--- config.mk ---
export PLATFORM = sky130hd
export DESIGN_NAME = leaf_tag_fifo
export DESIGN_NICKNAME = d
export VERILOG_FILES = /design/src/rtl/leaf_tag_fifo.sv
export SDC_FILE = /design/constraint.sdc
export NUM_CORES = 1
export LEC_CHECK = 0
export CAP_MARGIN = 15
export CORE_ASPECT_RATIO = 0.8
export CORE_MARGIN = 2
export CORE_UTILIZATION = 28
export CTS_CLUSTER_SIZE = 8
export DETAILED_ROUTE_END_ITERATION = 8
export PLACE_DENSITY_LB_ADDON = 0.1
export SLEW_MARGIN = 0
export SYNTH_ARGS = -nofsm -noshare
export SYNTH_HDL_FRONTEND = slang
export SYNTH_SLANG_ARGS = --single-unit
export TNS_END_PERCENT = 10
--- constraint.sdc ---
create_clock -name clk -period 5.9 [get_ports clk]
set_input_delay 0.59 -clock clk [delete_from_list [all_inputs] [get_ports clk]]
set_output_delay 0.59 -clock clk [all_outputs]
set_load 0.01 [all_outputs]
--- src/rtl/leaf_tag_fifo.sv ---
// Tagged valid/ready FIFO leaf: stamps each accepted beat with a wrapping sequence tag,
// buffers DEPTH entries and supports drain-and-reset. Optional parity column: LEAF_TAG_FIFO_PARITY_EN.
module leaf_tag_fifo #(
  parameter int DATA_W = 8,
  parameter int DEPTH  = 4,
  parameter int TAG_W  = 4
) (
  input  logic                     clk,
  input  logic                     rst,
  input  logic                     in_valid,
  output logic                     in_ready,
  input  logic [DATA_W-1:0]        in_data,
  output logic                     out_valid,
  input  logic                     out_ready,
  output logic [DATA_W-1:0]        out_data,
  output logic [TAG_W-1:0]         out_tag,
`ifdef LEAF_TAG_FIFO_PARITY_EN
  output logic                     out_par,
`endif
  output logic [$clog2(DEPTH):0]   level,
  input  logic                     drain_req,
  output logic                     drain_done
);

  localparam int PW = $clog2(DEPTH);
  localparam int LW = PW + 1;
  localparam logic [LW-1:0] FULL = LW'(DEPTH);

  typedef enum logic [1:0] {RUN, DRAIN, DONE} state_t;

  state_t              state_q, state_n;
  logic [DATA_W-1:0]   mem_data [DEPTH];
  logic [TAG_W-1:0]    mem_tag  [DEPTH];
  logic [PW-1:0]       wr_ptr, rd_ptr, rd_ptr_n;
  logic [LW-1:0]       level_n;
  logic [TAG_W-1:0]    tag_q;
  logic                push, pop, head_from_in;

  assign in_ready     = !rst && (level < FULL) && (state_q == RUN);
  assign push         = in_valid && in_ready;
  assign pop          = out_valid && out_ready;
  assign level_n      = level + LW'(push) - LW'(pop);
  assign rd_ptr_n     = rd_ptr + PW'(pop);
  // The beat being written becomes the head when nothing older survives this cycle.
  assign head_from_in = push && (level == LW'(pop));

  always_comb begin
    state_n = state_q;
    unique case (state_q)
      RUN:     if (drain_req) state_n = DRAIN;
      DRAIN:   if (level == '0) state_n = DONE;
      DONE:    state_n = RUN;
      default: state_n = RUN;
    endcase
  end

`ifdef LEAF_TAG_FIFO_PARITY_EN
  logic mem_par [DEPTH];
  logic par_in;
  assign par_in = ^{in_data, tag_q};

  always_ff @(posedge clk) begin
    if (push) mem_par[wr_ptr] <= par_in;
  end

  always_ff @(posedge clk) begin
    if (rst)                  out_par <= 1'b0;
    else if (head_from_in)    out_par <= par_in;
    else if (level_n != '0)   out_par <= mem_par[rd_ptr_n];
  end
`endif

  always_ff @(posedge clk) begin
    if (push) begin
      mem_data[wr_ptr] <= in_data;
      mem_tag[wr_ptr]  <= tag_q;
    end
  end

  always_ff @(posedge clk) begin
    if (rst) begin
      state_q    <= RUN;
      level      <= '0;
      wr_ptr     <= '0;
      rd_ptr     <= '0;
      tag_q      <= '0;
      out_valid  <= 1'b0;
      out_data   <= '0;
      out_tag    <= '0;
      drain_done <= 1'b0;
    end else begin
      state_q    <= state_n;
      level      <= level_n;
      rd_ptr     <= rd_ptr_n;
      drain_done <= (state_n == DONE);
      if (push) wr_ptr <= wr_ptr + PW'(1);
      if (state_n == DONE)  tag_q <= '0;
      else if (push)        tag_q <= tag_q + TAG_W'(1);
      out_valid <= (level_n != '0);
      if (head_from_in) begin
        out_data <= in_data;
        out_tag  <= tag_q;
      end else if (level_n != '0) begin
        out_data <= mem_data[rd_ptr_n];
        out_tag  <= mem_tag[rd_ptr_n];
      end
    end
  end

endmodule

; ---- Yosys cells after proc, flatten, opt, wreduce, memory -nomap -nowiden
; Memories as Yosys holds them, arrays and structs flattened.
; Index checks and enable logic that the tools add are counted.
[classes]
order_cmp = 1
n_addsub = 5
mux = 9
n_eq_ne = 3
n_reduce_logical = 11
[op_table]
columns = cell, count
row1 = $mux W8, 2
row2 = $mux W4, 2
row3 = $logic_and A1 B1 Y1, 5
row4 = $add A4 B1 Y4 const B, 1
row5 = $mux W2, 2
row6 = $pmux W2 S2, 1
row7 = $add A3 B1 Y3, 1
row8 = $eq A3 B1 Y1, 1
row9 = $logic_not A3 Y1, 1
row10 = $lt A3 B3 Y1 const B, 1
row11 = $reduce_bool A3 Y1, 1
row12 = $sub A3 B1 Y3, 1
row13 = $add A2 B1 Y2, 1
row14 = $add A2 B1 Y2 const B, 1
row15 = $eq A2 B1 Y1 const B, 1
row16 = $eq A2 B2 Y1 const B, 1
row17 = $logic_not A2 Y1, 1
row18 = $mux W1, 2
row19 = $reduce_bool A2 Y1, 1
row20 = $reduce_or A2 Y1, 1
row21 = $logic_not A1 Y1, 1
[word_totals]
mem_count = 2
output_inout_bits = 18
ff_bits = 27
word_cells = 40
ram_bits = 48
[memory_table]
columns = memory, depth, width, rd, rd_ports_with_merged_regs, wr, line
row1 = mem_data, 4, 8, 1, 0, 1, 32  ; logic [DATA_W-1:0] mem_data [DEPTH];
row2 = mem_tag, 4, 4, 1, 0, 1, 33  ; logic [TAG_W-1:0] mem_tag [DEPTH];

; ---- Longest topological paths before layout
; Gate-level depths: netlist of run 1.
[logic_depth]
depth_word = 9
depth_mapped = 13

; ---- Worst setup path before layout of run 1
; OpenSTA, ideal clock, no wires.
[synth_path]
path_kind = input-to-reg
startpoint = in rst
endpoint = reg out_data[0]
setup_time_ns = 0.086
t_required_ns = 5.814
path_stages = 13
setup_slack_ns = 2.430
t_arrival_ns = 3.384
cell_sequence = nor4_1 -> clkbuf_1 -> nand2_1 -> ha_1 -> inv_1 -> ha_1 -> fa_1 -> xnor3_1 -> or3_1 -> buf_2 -> buf_6 -> mux2i_1 -> a211oi_1
[synth_between]
elab_chain_len = 8
word_cells_on_any_way = 10
cone_classes = add/sub (2) / mux (1) / reduce/logical (7)
[synth_lines]
columns = item, line
row1 = start: declaration, 9  ; input logic rst,
row2 = $logic_not A1 Y1 (*), 39  ; assign in_ready = !rst && (level < FULL) && (state_q == RUN);
row3 = $logic_and A1 B1 Y1 (*) (2 in a row), 39
row4 = net in_ready, 11  ; output logic in_ready,
row5 = $logic_and A1 B1 Y1 (*), 40  ; assign push = in_valid && in_ready;
row6 = $add A3 B1 Y3, 42  ; assign level_n = level + LW'(push) - LW'(pop);
row7 = $sub A3 B1 Y3, 42
row8 = $reduce_bool A3 Y1, 103  ; end else if (level_n != '0) begin
row9 = $reduce_bool A2 Y1 (no line), -
row10 = end signal: assignment, 101  ; out_data <= in_data;
row11 = end signal: assignment, 104  ; out_data <= mem_data[rd_ptr_n];
row12 = end: declaration, 15  ; output logic [DATA_W-1:0] out_data,
; Mark *: on every way through the listed nets, which the timed path passes. The rest lies on a longest branch.
; A chain may end at the register's enable or synchronous reset.

; ---- Final worst setup path of run 1
[layout_path]
startpoint = in rst
endpoint = reg out_tag[0]
[layout_between]
elab_chain_len = 8
word_cells_on_any_way = 10
cone_classes = add/sub (2) / mux (1) / reduce/logical (7)
[layout_lines]
columns = item, line
row1 = $logic_not A1 Y1, 39
row2 = $logic_and A1 B1 Y1 (2 in a row), 39
row3 = $logic_and A1 B1 Y1, 40
row4 = $add A3 B1 Y3, 42
row5 = $sub A3 B1 Y3, 42
row6 = $reduce_bool A3 Y1, 103
row7 = $reduce_bool A2 Y1 (no line), -
row8 = end signal: assignment, 102  ; out_tag <= tag_q;
row9 = end signal: assignment, 105  ; out_tag <= mem_tag[rd_ptr_n];
row10 = end: declaration, 16  ; output logic [TAG_W-1:0] out_tag,
; Several ways; a longest one is shown, not always the timed one.

==> results.md, run 1 <==
* Result of the run: complete, no violations
* Sort of element at the end of the critical path: flip-flop
* Setup repair after global routing missed its margin: false
* Latest clock arrival within the worst-skew pair at roughly 0.32 ns
* Number of flip-flops and latches in the synthesized netlist at 75
* Yosys synthesis warning count at 0
* Final nets at about 250
* Hold buffer count at CTS at 0
* Via count at around 1600
* Worst Path Max Fanout at 25
* Die Wd at about 120 um
* Final WL at just over 6000 um
* Area after DPL at ~0.0034 sq mm
* CTS H-Tree Depth at 3
* Diodes inserted at 0
* Worst clock skew at 0.00365 ns
* P_sw at around 500 uW
* Number of violations of the max-capacitance limit at 0
* Class of the tightest hold or removal check: reg2reg
* Startpoint type of the worst setup path: input port
* Post-Synthesis Net Count at ~210
* Die Outline Area at 0.0114 sq mm
* Part of the cycle the worst path needs at 0.669
* Critical-path top delay cell: sky130_fd_sc_hd__or3_1
* Maximum clock rate at 0.253 GHz
* Max clock buf depth at 2
* Critical register-to-register path startpoint: level[2]
* Die outline height at between 90 and 100 um
* Synthesized instance count at 190
* Number of instances resized during post-cts repair at 0
* Required time at the worst-slack endpoint at 6.13 ns
* Number of filler instances in the final layout at around 970
* Kind of critical path: in2reg
* Share of layout cells above drive strength 1 at 0.127
* Clk slew on worst S/H paths at approximately 0.06 ns
* Wire length of the first global-routing pass at about 9600 um
* Sequential share of power at 0.395
* Routed length per instance at approximately 16 um
* Post-CTS Repair Setup Buffers at 0
* Portion of the post-synthesis area used by sequential elements at 0.668
* Number of antenna violations at the first check in global routing at 0
* I/O pin total at 31
* CTS tree: yes
* Number of cells in the design after placement at around 350
* Standard-cell rows at 33
* Clock network fraction of design power at 0.278
* DRC errors left at 0
* Capturing point of the worst reg2reg path: out_tag[0]
* Min Clock Period, post-route at 3.95 ns
* Flop-to-flop setup slack at about 2.5 ns
* Data arrival time of the worst path at ~4.2 ns
* Worst-margin pin slew at 1.04 ns
* Power density over the cells at 468 mW/mm^2
* Post-synthesis cell area at approximately 0.003 sq mm
* Crit path cell chain: clkdlybuf4s50_1, buf_4, nor4_1, buf_4, nand2_1, ha_1, inv_1, ha_1, fa_1, xnor3_1, or3_1, mux2i_1, a211oi_1
* Total congestion overflow at 0
* Combinational Power Share at 0.327
* Worst hold stages at 1
* Hold path startpoint: state_q[1]
* Initial standard-cell utilization of the core at 0.289
* Max-slew violations at 0
* Core region area at just over 0.01 sq mm
* 1st-iter DRT viols at 88
* Clock sink count at between 70 and 80
* Average vias per placed instance at 4.35
* Post-route non-filler standard cell count at 369
* Final standard cell area without fillers at about 0.0037 sq mm
* Internal power summed over all cells at 1210 uW
* Number of buffers created by CTS at 9
* Clk Tree Root Cell: sky130_fd_sc_hd__clkbuf_16
* Setup-failing EPs final at 0
* Number of iterations in the first detailed-routing pass at 4
* Final Wtd Congestion at 0.693
* Sink of the worst hold path: state_q[0]
* Remaining antenna violation count after routing at 0
* Max transition margin at 0.306
* Total track usage at 0.115
* Number of cells on the worst reg-to-reg path at 11
* Slowest Stage Delay on Critical Path at around 0.66 ns
* Fin Hold WS at between 0.4 and 0.5 ns
* Number of hold violations in the final report at 0
* Total negative slack for setup checks at 0 ns
* Layout overhead on the synthesized area at 24.2%
* Overall power after layout at ~1700 uW
* Syn Area/Cell at approximately 16 sq um
* Half-perimeter wire length after detailed placement at 3820 um
* Maximum VDD drop at approximately 0.18 mV
* Switching portion of total power at 0.297
* Total of buffers placed on input and output ports at 30
* Number of distinct library cells after synthesis at 28
* Leakage power total at 0.00132 uW
* Pin count of the biggest net entering global routing at 26
* Number of global-route vias before repair at roughly 1700
==> critical path: cells and delay by family <==
family / cells / cell delay (ns)
adder cells (fa/ha/maj): 3 / 0.90
AND/OR/NAND/NOR: 3 / 1.12
multiplexers: 1 / 0.22
buffers and inverters: 4 / 0.87
AO/OA/AOI/OAI: 1 / 0.28
XOR/XNOR: 1 / 0.19
==> kinds of logic (layout without fill, tap and decap cells) <==
| group | Yosys count | in the layout | share of synthesized area |
|---|---|---|---|
| muxes | 24 | 24 | 0.132 |
| xor gates and xnor gates | 6 | 6 | 0.0224 |
| adders and majority gates | 9 | 9 | 0.0405 |
| AOI/OAI and AO/OA | 17 | 17 | 0.0409 |
| and+or+nand+nor | 44 | 44 | 0.0738 |
| DFF | 75 | 75 | 0.668 |
| buffers and inverters | 15 | 54 | 0.0228 |
==> registers in the layout (all words and copies together) (netlist names) <==
signal      flops
level           3
drain_done      1
mem_data       32
out_tag         4
mem_tag        16
state_q         2
wr_ptr          2
tag_q           4
out_valid       1
out_data        8
rd_ptr          2
==> synth_stat cells <==
master / number / area (sq um)
sky130_fd_sc_hd__xnor3_1: 1 / 22.5
sky130_fd_sc_hd__buf_6: 1 / 11.3
sky130_fd_sc_hd__and2_1: 1 / 6.26
sky130_fd_sc_hd__o21bai_1: 1 / 7.51
sky130_fd_sc_hd__a21oi_1: 2 / 10.0
sky130_fd_sc_hd__nor4_1: 1 / 6.26
sky130_fd_sc_hd__nand3_1: 4 / 20.0
sky130_fd_sc_hd__mux4_2: 12 / 270
sky130_fd_sc_hd__xnor2_1: 1 / 8.76
sky130_fd_sc_hd__or3_1: 1 / 6.26
sky130_fd_sc_hd__xor2_1: 4 / 35.0
sky130_fd_sc_hd__inv_1: 5 / 18.8
sky130_fd_sc_hd__nand2_1: 3 / 11.3
sky130_fd_sc_hd__o21ai_0: 1 / 5.00
sky130_fd_sc_hd__nand3b_1: 2 / 15.0
sky130_fd_sc_hd__clkbuf_1: 6 / 22.5
sky130_fd_sc_hd__nor2_1: 17 / 63.8
sky130_fd_sc_hd__dfxtp_1: 27 / 541
sky130_fd_sc_hd__ha_1: 8 / 100
sky130_fd_sc_hd__o2111ai_1: 1 / 8.76
sky130_fd_sc_hd__nor2b_1: 6 / 37.5
sky130_fd_sc_hd__buf_2: 3 / 15.0
sky130_fd_sc_hd__mux2i_1: 12 / 120
sky130_fd_sc_hd__fa_1: 1 / 20.0
sky130_fd_sc_hd__edfxtp_1: 48 / 1440
sky130_fd_sc_hd__nor3_1: 3 / 15.0
sky130_fd_sc_hd__and3_1: 6 / 37.5
sky130_fd_sc_hd__a211oi_1: 12 / 90.1
==> through the flow <==
step | setup slack [ns] | util
floorplan | 2.43 | -
global placement | 1.73 | 0.333
detailed placement | 1.61 | 0.333
CTS | 1.92 | 0.358
global route | 1.66 | 0.358
finish | 1.95 | 0.358
==> power groups by stage <==
stage / Sequential (uW) / Combinational [uW] / Clock, uW
after global placement: 697 / 564 / 0
after CTS: 684 / 576 / 494
after detailed placement: 695 / 572 / 0
after global routing: 691 / 622 / 516
after floorplan: 698 / 383 / 0
final: 682 / 563 / 480
==> layer usage <==
layer | share of wire | GRT usage
met5 | 0 | 0
met4 | 0.012 | 0.0417
met3 | 0.035 | 0.0385
met2 | 0.44 | 0.170
met1 | 0.52 | 0.158
==> worst max path at each step <==
stage / slack (ns) / to / cells after the start / from
6_report: 1.95 / out_tag[0] / 13 / rst
5_1_grt: 1.66 / out_data[7] / 13 / rst
3_5_place_dp: 1.61 / out_data[5] / 13 / rst
3_3_place_gp: 1.73 / out_data[3] / 13 / rst
4_1_cts: 1.92 / out_tag[0] / 13 / rst
2_1_floorplan: 2.43 / out_data[0] / 13 / rst
==> cell type report <==
cell class | instances | area [sq um] | area share
flip-flops and latches | 75 | 1980 | 0.538
multi-input cells | 100 | 923 | 0.251
repair buffers | 33 | 323 | 0.0876
clock buffers | 10 | 229 | 0.0622
well taps | 140 | 175 | 0.0476
clock inverters | 6 | 32.5 | 0.00883
inverters | 5 | 18.8 | 0.00510
==> placed cells by master, fill, tap and decap left out, drive strengths merged <==
master	n
a211oi	12
a21oi	2
and2	1
and3	6
buf	3
clkbuf	10
clkdlybuf4s50	30
clkinv	4
clkinvlp	2
dfxtp	27
edfxtp	48
fa	1
ha	8
inv	5
mux2i	12
mux4	12
nand2	3
nand3	4
nand3b	2
nor2	17
nor2b	6
nor3	3
nor4	1
o2111ai	1
o21ai	1
o21bai	1
or3	1
xnor2	1
xnor3	1
xor2	4
No activity file was read; power rests on OpenSTA's default activity.
==> run 2, diff against run 1 <==
Clock period 5.9 ns to 3.7 ns, I/O delays scaled along.
==> run 2 against run 1 <==
- sequential power up 58%
- total power up 76%
- non-clock buffer count up 4
- final area up 3.4%
- worst setup slack worse by 1.3 ns
- global-route usage about the same
- critical path depth down 1
- cell count up 1.1%
- hold slack better by 0.032 ns
- largest power group unchanged
==> results.md, run 2 (synthesis gave the netlist of run 1 again) <==
* Average vias per placed instance at 4.38
* Required time at the worst-slack endpoint at 3.94 ns
* Worst Path Max Fanout at 13
* Max FFs per register at 32
* Die Outline Area at between 0.01 and 0.015 sq mm
* Switching portion of total power at 0.266
* Footprint of the multi-input gates at roughly 900 sq um
* Combinational Power Share at 0.302
* Layout overhead on the synthesized area at 28.4%
* Max clock buf depth at 2
* Via count at 1633
* Latest clock arrival within the worst-skew pair at 0.33 ns
* Most repeated library cell on the critical path: sky130_fd_sc_hd__ha_1
* Result of the run: complete, no violations
* Cell family with most CP delay: adder cells
* Hold buffer count at CTS at 0
* Total congestion overflow at 0
* Leakage power total at ~0.0014 uW
* Final nets at 250
* Maximum clock rate at about 0.33 GHz
* Number of buffers created by CTS at 9
* Storage cell area at between 0.0015 and 0.002 sq mm
* 1st-iter DRT viols at approximately 110
* Power density over the cells at between 700 and 800 mW/mm^2
* Diodes inserted at 0
* Routed length per instance at approximately 16 um
* DRC errors left at 0
* Worst-margin pin slew at roughly 0.77 ns
* Half-perimeter wire length after detailed placement at 3530 um
* Kind of critical path: in2reg
* Clk Tree Root Cell: sky130_fd_sc_hd__clkbuf_16
* Number of cells on the worst reg-to-reg path at 11
* Part of the cycle the worst path needs at 0.825
* Share of layout cells above drive strength 1 at 0.146
* Number of cells in the design after placement at ~360
* Total of buffers placed on input and output ports at 30
* Internal power summed over all cells at roughly 2200 uW
* Die Wd at between 100 and 150 um
* Die outline height at approximately 96 um
* Final Wtd Congestion at 0.704
* Number of filler instances in the final layout at about 960
* Biggest register: mem_data
* CTS H-Tree Depth at 3
* Area after DPL at between 0.003 and 0.004 sq mm
* Total buffers and inverters traversed by the critical path at 3
* Number of violations of the max-capacitance limit at 0
* Critical-path top delay cell: sky130_fd_sc_hd__clkdlybuf4s50_1
* Class of the tightest hold or removal check: reg2reg
* Worst hold stages at 2
* Core region area at between 0.01 and 0.015 sq mm
* Number of instances resized during post-cts repair at 0
* CTS tree: yes
* Worst clock skew at ~0.011 ns
* Setup repair after global routing missed its margin: false
* Data arrival time of the worst path at between 3 and 4 ns
* Clk slew on worst S/H paths at approximately 0.06 ns
* Remaining antenna violation count after routing at 0
* Sequential share of power at 0.356
* Slowest Stage Delay on Critical Path at 0.42 ns
* Post-route non-filler standard cell count at between 300 and 400
* Crit path cell chain: clkdlybuf4s50_1, nor4_1, nand2_1, ha_1, inv_1, ha_1, fa_1, xnor3_1, or3_1, buf_4, mux2i_1, a211oi_1
* Startpoint type of the worst setup path: input port
* Total negative slack for setup checks at 0 ns
* Post-CTS Repair Setup Buffers at 0
* Number of hold violations in the final report at 0
* Commonest non-fill, non-tap cell in the layout: sky130_fd_sc_hd__edfxtp_1
* Clock sink count at 75
* Initial standard-cell utilization of the core at 0.289
* Hold path startpoint: wr_ptr[1]
* Total track usage at 0.115
* Final WL at 5930 um
* Setup-failing EPs final at 0
* Number of antenna violations at the first check in global routing at 0
* Sort of element at the end of the critical path: flip-flop
* Critical register-to-register path startpoint: level[2]
* Final standard cell area without fillers at between 0.003 and 0.004 sq mm
* I/O pin total at 31
* Max transition margin at 0.485
* Pin count of the biggest net entering global routing at 25
* Biggest registers after layout: mem_data (32), mem_tag (16), out_data (8)
* Min Clock Period, post-route at between 3 and 4 ns
* Max-slew violations at 0
* Sink of the worst hold path: wr_ptr[1]
* Capturing point of the worst reg2reg path: out_tag[3]
* Maximum VDD drop at around 0.35 mV
* Clock network fraction of design power at 0.342
* Most frequent cells in the layout: 48 x sky130_fd_sc_hd__edfxtp_1, 30 x sky130_fd_sc_hd__clkdlybuf4s50_1, 27 x sky130_fd_sc_hd__dfxtp_1
* Overall power after layout at around 3000 uW
* P_sw at 809 uW
* Number of iterations in the first detailed-routing pass at 4
* Number of global-route vias before repair at approximately 1600
* Flop-to-flop setup slack at roughly 0.78 ns
* Standard-cell rows at 33
* Wire length of the first global-routing pass at approximately 9300 um
-- run 2: cell count changes in the layout (fill, tap and decap cells not counted), sizes merged --
| cell | delta |
|---|---|
| bufinv | +4 |
| clkinv | -2 |
| clkinvlp | -2 |
| buf | +4 |
-- run 2: how the worst max path moves through the flow --
stage | startpoint | endpoint | slack, ns | depth (start not counted)
final | rst | out_tag[3] | 0.65 | 12
after global placement | rst | out_data[3] | 0.38 | 12
after global routing | rst | out_data[3] | 0.40 | 12
after detailed placement | rst | out_tag[3] | 0.32 | 12
after CTS | rst | out_tag[3] | 0.65 | 12
after floorplan | rst | out_data[1] | 0.45 | 13
-- run 2: power by group through the flow --
stage	Combinational, uW	Clock (uW)	Sequential, uW
after floorplan	610	0	1110
after global placement	933	0	1100
after detailed placement	936	0	1100
after CTS	941	1060	1080
after global routing	1010	1100	1100
final	918	1040	1080
-- run 2: layout make-up --
cell class	instances	area share
sequential	75	0.520
multi-input combinational	100	0.242
timing repair buffer	37	0.0926
clock buffer	10	0.0601
tap	140	0.0460
clock inverter	6	0.0338
inverter	5	0.00493
-- run 2: worst reg2reg max path: cells and delay by family (launching register included) --
kind,cells,cell delay (ns)
xor gates and xnor gates,1,0.19
and+or+nand+nor,3,0.80
DFF,1,0.34
muxes,1,0.15
AOI/OAI and AO/OA,1,0.24
buffers and inverters,2,0.27
adders and majority gates,3,0.86
-- run 2: routing by layer --
metal,routed length (um),track usage,vias up
met1,2810,0.141,800
met5,0,0,-
met4,45,0.0387,0
met2,2780,0.182,34
met3,289,0.0498,5
li1,-,-,794
-- run 2: metrics by stage --
stage               hold WS [ns]  utilization  setup WS [ns]
CTS                        0.522        0.371          0.647
global placement           0.513        0.336          0.382
global route               0.550        0.371          0.402
floorplan                  0.442            -          0.450
finish                     0.530        0.371          0.646
detailed placement         0.511        0.336          0.321
==> RTL change 1: new RTL, settings of run 1 <==
Re-encode `state_t` (3 states) as one-hot, 3 bits wide.
--- a/src/rtl/leaf_tag_fifo.sv
+++ b/src/rtl/leaf_tag_fifo.sv
@@ -26,7 +26,7 @@
   localparam int LW = PW + 1;
   localparam logic [LW-1:0] FULL = LW'(DEPTH);
 
-  typedef enum logic [1:0] {RUN, DRAIN, DONE} state_t;
+  typedef enum logic [2:0] {RUN = 3'b001, DRAIN = 3'b010, DONE = 3'b100} state_t;
 
   state_t              state_q, state_n;
   logic [DATA_W-1:0]   mem_data [DEPTH];
Behaviour: same outputs for any inputs over 4 cycles, from zero or initial values and one cycle with rst high; so few cycles prove little.
==> RTL change 1 against run 1 <==
Wire length grew 2.7%. Area after synthesis grew 2.6%. Clock power up 4.6%. Sequential cell count increased by 1. Design area rose by 2.4%. Power grew 0.90%. Setup slack got worse by 0.22 ns. Largest cell class unchanged.
==> RTL change 1: results (changes against run 1) <==
* Nets at 252 (+2.4%)
* Clk_skew at 0.00683 ns (+0.00318 ns)
* Vias in the first global route at 1,751 (+4.6%)
* Critical path's largest stage delay at 0.68 ns (+0.02 ns)
* Final core occ at 35.2% (-0.63 points)
* Global placement routability congestion at 0.679 (-2.0%)
* R2R Setup Slk at 2.22 ns (-0.29 ns)
* Switch Pwr at 0.000500 W (-2.4%)
* Synth Area in Adders at 3.95% (-0.10 points)
* Synth top area cells: edfxtp_1 47%, dfxtp_1 18%, mux4_2 8.9%
* Final Cell Area at 0.00377 sq mm (+2.4%)
* Post-DP HPWL at 3.81 mm (-0.44%)
* Synth cell types at 31 (+11%)
* VDD IR max at 114 uV (-35%)
* Gr usage total at 11.7% (+0.13 points)
* WHS at 0.516 ns (+0.0185 ns)
* Top cells by count, synth: 48 x edfxtp_1, 28 x dfxtp_1, 20 x nor2_1
* WHS Path Cells at 2 (+1)
* Non-Clock Buffer Area Fraction at 8.16% (-0.61 points)
* TritonCTS buffer count at 9 (unchanged)
* Fmax at 0.240 GHz (-5.2%)
* Post-synthesis mux area share at 12.8% (-0.33 points)
* CTS tree: built
* Leakage at 1.37 nW (+3.7%)
* Post-Synth XOR/XNOR Area at 2.18% (-0.056 points)
* Synth Instances at 197 (+3.7%)
* Comb_multi_in at 106 (+6.0%)
* Status: completed
* Buffers, non-clock at 31 (-6.1%)
* Clock-cell share at 7.26% (+0.16 points)
* Share of cells above drive strength 1 at 11.9% (-0.75 points)
* DRT Wirelength at 6.22 mm (+2.7%)
* Sequential element share of the synthesized area at 65.8% (-1.0 points)
* Clk sinks at 76 (+1.3%)
* Placed Area at 0.00350 sq mm (+2.3%)
* R2R Path Start: state_q[1]$_SDFF_PP0_
* Logic inverters at 6 (+1)
* FFs w/ async S/R, synth at 0% (unchanged)
* Initial drt markers at 91 (+3.4%)
* Clk root buf: clkbuf_16
* CLK BUF at 14 (+4)
* Postcts setup bufs at 0 (unchanged)
* Via density at 4.35 (+0.15%)
* WHS Endpoint: wr_ptr[1]$_SDFFE_PP0P_
* Crit path DAT at 4.39 ns (+0.21 ns)
* FF/Latch Area at 0.00200 sq mm (+1.0%)
* Slowest CP cell: or3_1
* Synthesized Nets at 219 (+3.3%)
* Compound-Gate Fraction of Synth Area at 4.03% (-0.061 points)
* Final Non-Filler Cells at 379 (+2.7%)
* Global-route wire length before repair at 9.95 mm (+3.7%)
* Post-placement cell count at 363 (+2.8%)
* Place WS at 1.43 ns (-0.174 ns)
* Drt pass-1 iters at 4 (unchanged)
* Fillers at 1,056 (+8.4%)
* Hold path start: wr_ptr[1]$_SDFFE_PP0P_
* Multi-input gate area in the final layout at 987 sq um (+6.9%)
* Rel. slew slack at 29.5% (-1.1 points)
* Worst setup path start: rst
[RTL change 1: cell count changes in the layout (fill, tap and decap cells not counted), sizes merged, moves of 2 or more]
cell | before | now
clkbuf | 10 | 14
nor2 | 17 | 20
nor3 | 3 | 0
buf | 3 | 1
clkinv | 4 | 2
clkinvlp | 2 | 0
nand2b | 0 | 2
nand3 | 4 | 2
or3 | 1 | 3
[RTL change 1: power by group through the flow]
stage          registers (W)  clock network, W  logic, W
6_report            0.000679          0.000502  0.000560
2_1_floorplan       0.000697                 0  0.000384
3_5_place_dp        0.000691                 0  0.000564
3_3_place_gp        0.000695                 0  0.000564
5_1_grt             0.000688          0.000545  0.000614
4_1_cts             0.000681          0.000519  0.000568
[RTL change 1: layer usage]
layer  vias to the layer above  global-route usage (%)  routed length (um)
li1                        805                       -                   -
met1                       810                    16.4                3260
met2                        26                    16.4                2630
met3                         9                    4.05                 222
met4                         0                    4.56                 105
met5                         -                       0                   0
==> RTL change 2: new RTL, config.mk and constraints of run 1 <==
Without the edit above. Add a define of `LEAF_TAG_FIFO_PARITY_EN`.
--- a/src/rtl/leaf_tag_fifo.sv
+++ b/src/rtl/leaf_tag_fifo.sv
@@ -1,5 +1,7 @@
 // Tagged valid/ready FIFO leaf: stamps each accepted beat with a wrapping sequence tag,
 // buffers DEPTH entries and supports drain-and-reset. Optional parity column: LEAF_TAG_FIFO_PARITY_EN.
+`define LEAF_TAG_FIFO_PARITY_EN
+
 module leaf_tag_fifo #(
   parameter int DATA_W = 8,
   parameter int DEPTH  = 4,
Behaviour (old outputs only; new: out_par): unchanged (equiv_simple and equiv_induct, registers matched by name and starting in step).
==> RTL change 2 against run 1 <==
Critical path type unchanged. Area after synthesis up 11%. Design area grew 9.6%. Highest routed layer unchanged. Critical endpoint is now out_tag[1]$_SDFFE_PP0P_. Setup slack improved by 0.041 ns. Wire length is 13% higher. Sequential power increased by 7.0%. Power grew 11%. Sequential cell count rose by 5. Utilization fell by 0.64 points. Die area grew 10%. Hold slack improved by 0.027 ns. Clock power grew 13%. First-iteration DRC count rose by 28%. Final cell count increased by 7.9%.
==> RTL change 2: results (changes against run 1) <==
* Buffers, non-clock at 34 (+3.0%)
* Post-DP HPWL at 4.33 mm (+13%)
* Vias post-DR at 1,780 (+11%)
* Initial drt markers at 113 (+28%)
* Uppermost layer routed: met4
* Hold path start: state_q[1]$_SDFF_PP0_
* EDFF count, synth at 52 (+8.3%)
* Vias in the first global route at 1,861 (+11%)
* Clk_skew at 0.00500 ns (+0.00135 ns)
* Compound-Gate Fraction of Synth Area at 4.65% (+0.56 points)
* N_diodes at 0 (unchanged)
* Comb_multi_in at 114 (+14%)
* Leakage at 1.45 nW (+9.6%)
* Gr usage total at 11.9% (+0.38 points)
* Clock-cell share at 7.19% (+0.090 points)
* VDD IR max at 134 uV (-24%)
* DR WL met2 at 3.14 mm (+19%)
* Share of cells above drive strength 1 at 12.8% (+0.14 points)
* M3 GR Usage at 4.25% (+0.40 points)
* Fillers at 1,097 (+13%)
* Final Cell Area at 0.00404 sq mm (+9.6%)
* FFs w/ async S/R, synth at 0% (unchanged)
* GRT met1 Usage at 15.8% (-0.042 points)
* Logic inverters at 6 (+1)
* HP Class: flop to flop
* Synth top area cells: edfxtp_1 48%, dfxtp_1 17%, mux4_2 8.9%
* Non-Clock Buffer Area Fraction at 8.24% (-0.52 points)
* Sequential element share of the synthesized area at 64.7% (-2.1 points)
* Slew @ Worst Pin at 1.04 ns (+0.00307 ns)
* Synthesized Nets at 234 (+10%)
* Max FO, Critical Path at 26 (+4.0%)
* Fraction of area in registers at 52.6% (-1.2 points)
* CLK BUF at 12 (+2)
* Reg-to-reg endpoint: out_tag[1]$_SDFFE_PP0P_
* Yosys reg bits at 80 (+6.7%)
* Crit path DAT at 4.15 ns (-0.03 ns)
* Synth cell types at 31 (+11%)
* Top cells by count, synth: 52 x edfxtp_1, 28 x dfxtp_1, 17 x nor2_1, 13 x a211oi_1, 13 x mux4_2
* Global-route wire length before repair at 10.9 mm (+13%)
* Worst Reg-to-Reg Cells at 10 (-1)
* Synth Area in Adders at 3.66% (-0.39 points)
* Multi-input gate area in the final layout at 0.00108 sq mm (+17%)
* Nets at 267 (+8.5%)
* Status: completed
* Longest Clk Path Bufs at 2 (unchanged)
* Post-synthesis mux area share at 12.6% (-0.58 points)
* Post-Synth XOR/XNOR Area at 4.84% (+2.6 points)
* Placed Area at 0.00375 sq mm (+9.5%)
* Metal3 WL at 263 um (+23%)
* R2R Setup Slk at 2.57 ns (+0.06 ns)
* Global placement routability congestion at 0.686 (-0.97%)
* Met2 Resource Use GR at 18.0% (+0.97 points)
* Largest net degree at the start of global routing at 27 (+3.8%)
* Met1 WL at 3.35 mm (+7.2%)
* DRT Wirelength at 6.88 mm (+13%)
* Port bufs at 31 (+3.3%)
[RTL change 2: changes by cell type in the layout (fill, tap and decap cells not counted), sizes merged, moves of 2 or more]
cell	change
xnor2	+6
edfxtp	+4
a211oi	+2
clkbuf	+2
clkinvlp	-2
xor2	+2
[RTL change 2: how the worst max path moves through the flow]
stage          from                       end  slack, ns  depth (start not counted)
2_1_floorplan   rst  out_data[1]$_SDFFE_PP0P_       2.35                         14
3_3_place_gp    rst   out_tag[1]$_SDFFE_PP0P_       1.76                         12
3_5_place_dp    rst  out_data[6]$_SDFFE_PP0P_       1.64                         12
4_1_cts         rst   out_tag[1]$_SDFFE_PP0P_       1.96                         12
5_1_grt         rst  out_data[6]$_SDFFE_PP0P_       1.69                         12
6_report        rst   out_tag[1]$_SDFFE_PP0P_       1.99                         12
[RTL change 2: report_power, final]
part | total [W] | internal [W] | switching (W)
clock network | 0.000544 | 0.000336 | 0.000208
logic | 0.000641 | 0.000338 | 0.000302
registers | 0.000730 | 0.000680 | 0.0000506
[RTL change 2: stage by stage]
stage / util, % / cells / worst slack [ns] / hold slack, ns
detailed placement: 32.7 / 382 / 1.64 / 0.520
CTS: 35.2 / 398 / 1.96 / 0.526
floorplan: - / 212 / 2.35 / 0.479
finish: 35.2 / 398 / 1.99 / 0.525
global placement: 32.7 / 382 / 1.76 / 0.517
global route: 35.2 / 398 / 1.69 / 0.550
[RTL change 2: worst max-delay path, stage by stage]
cell and delay [ns]:
clkdlybuf4s50_1 0.40, buf_4 0.24, nor4_2 0.33, nand2_1 0.21, ha_1 0.35, inv_1 0.04
ha_1 0.18, fa_1 0.37, xnor3_1 0.22, or3_1 0.69, mux2i_1 0.22, a211oi_1 0.29
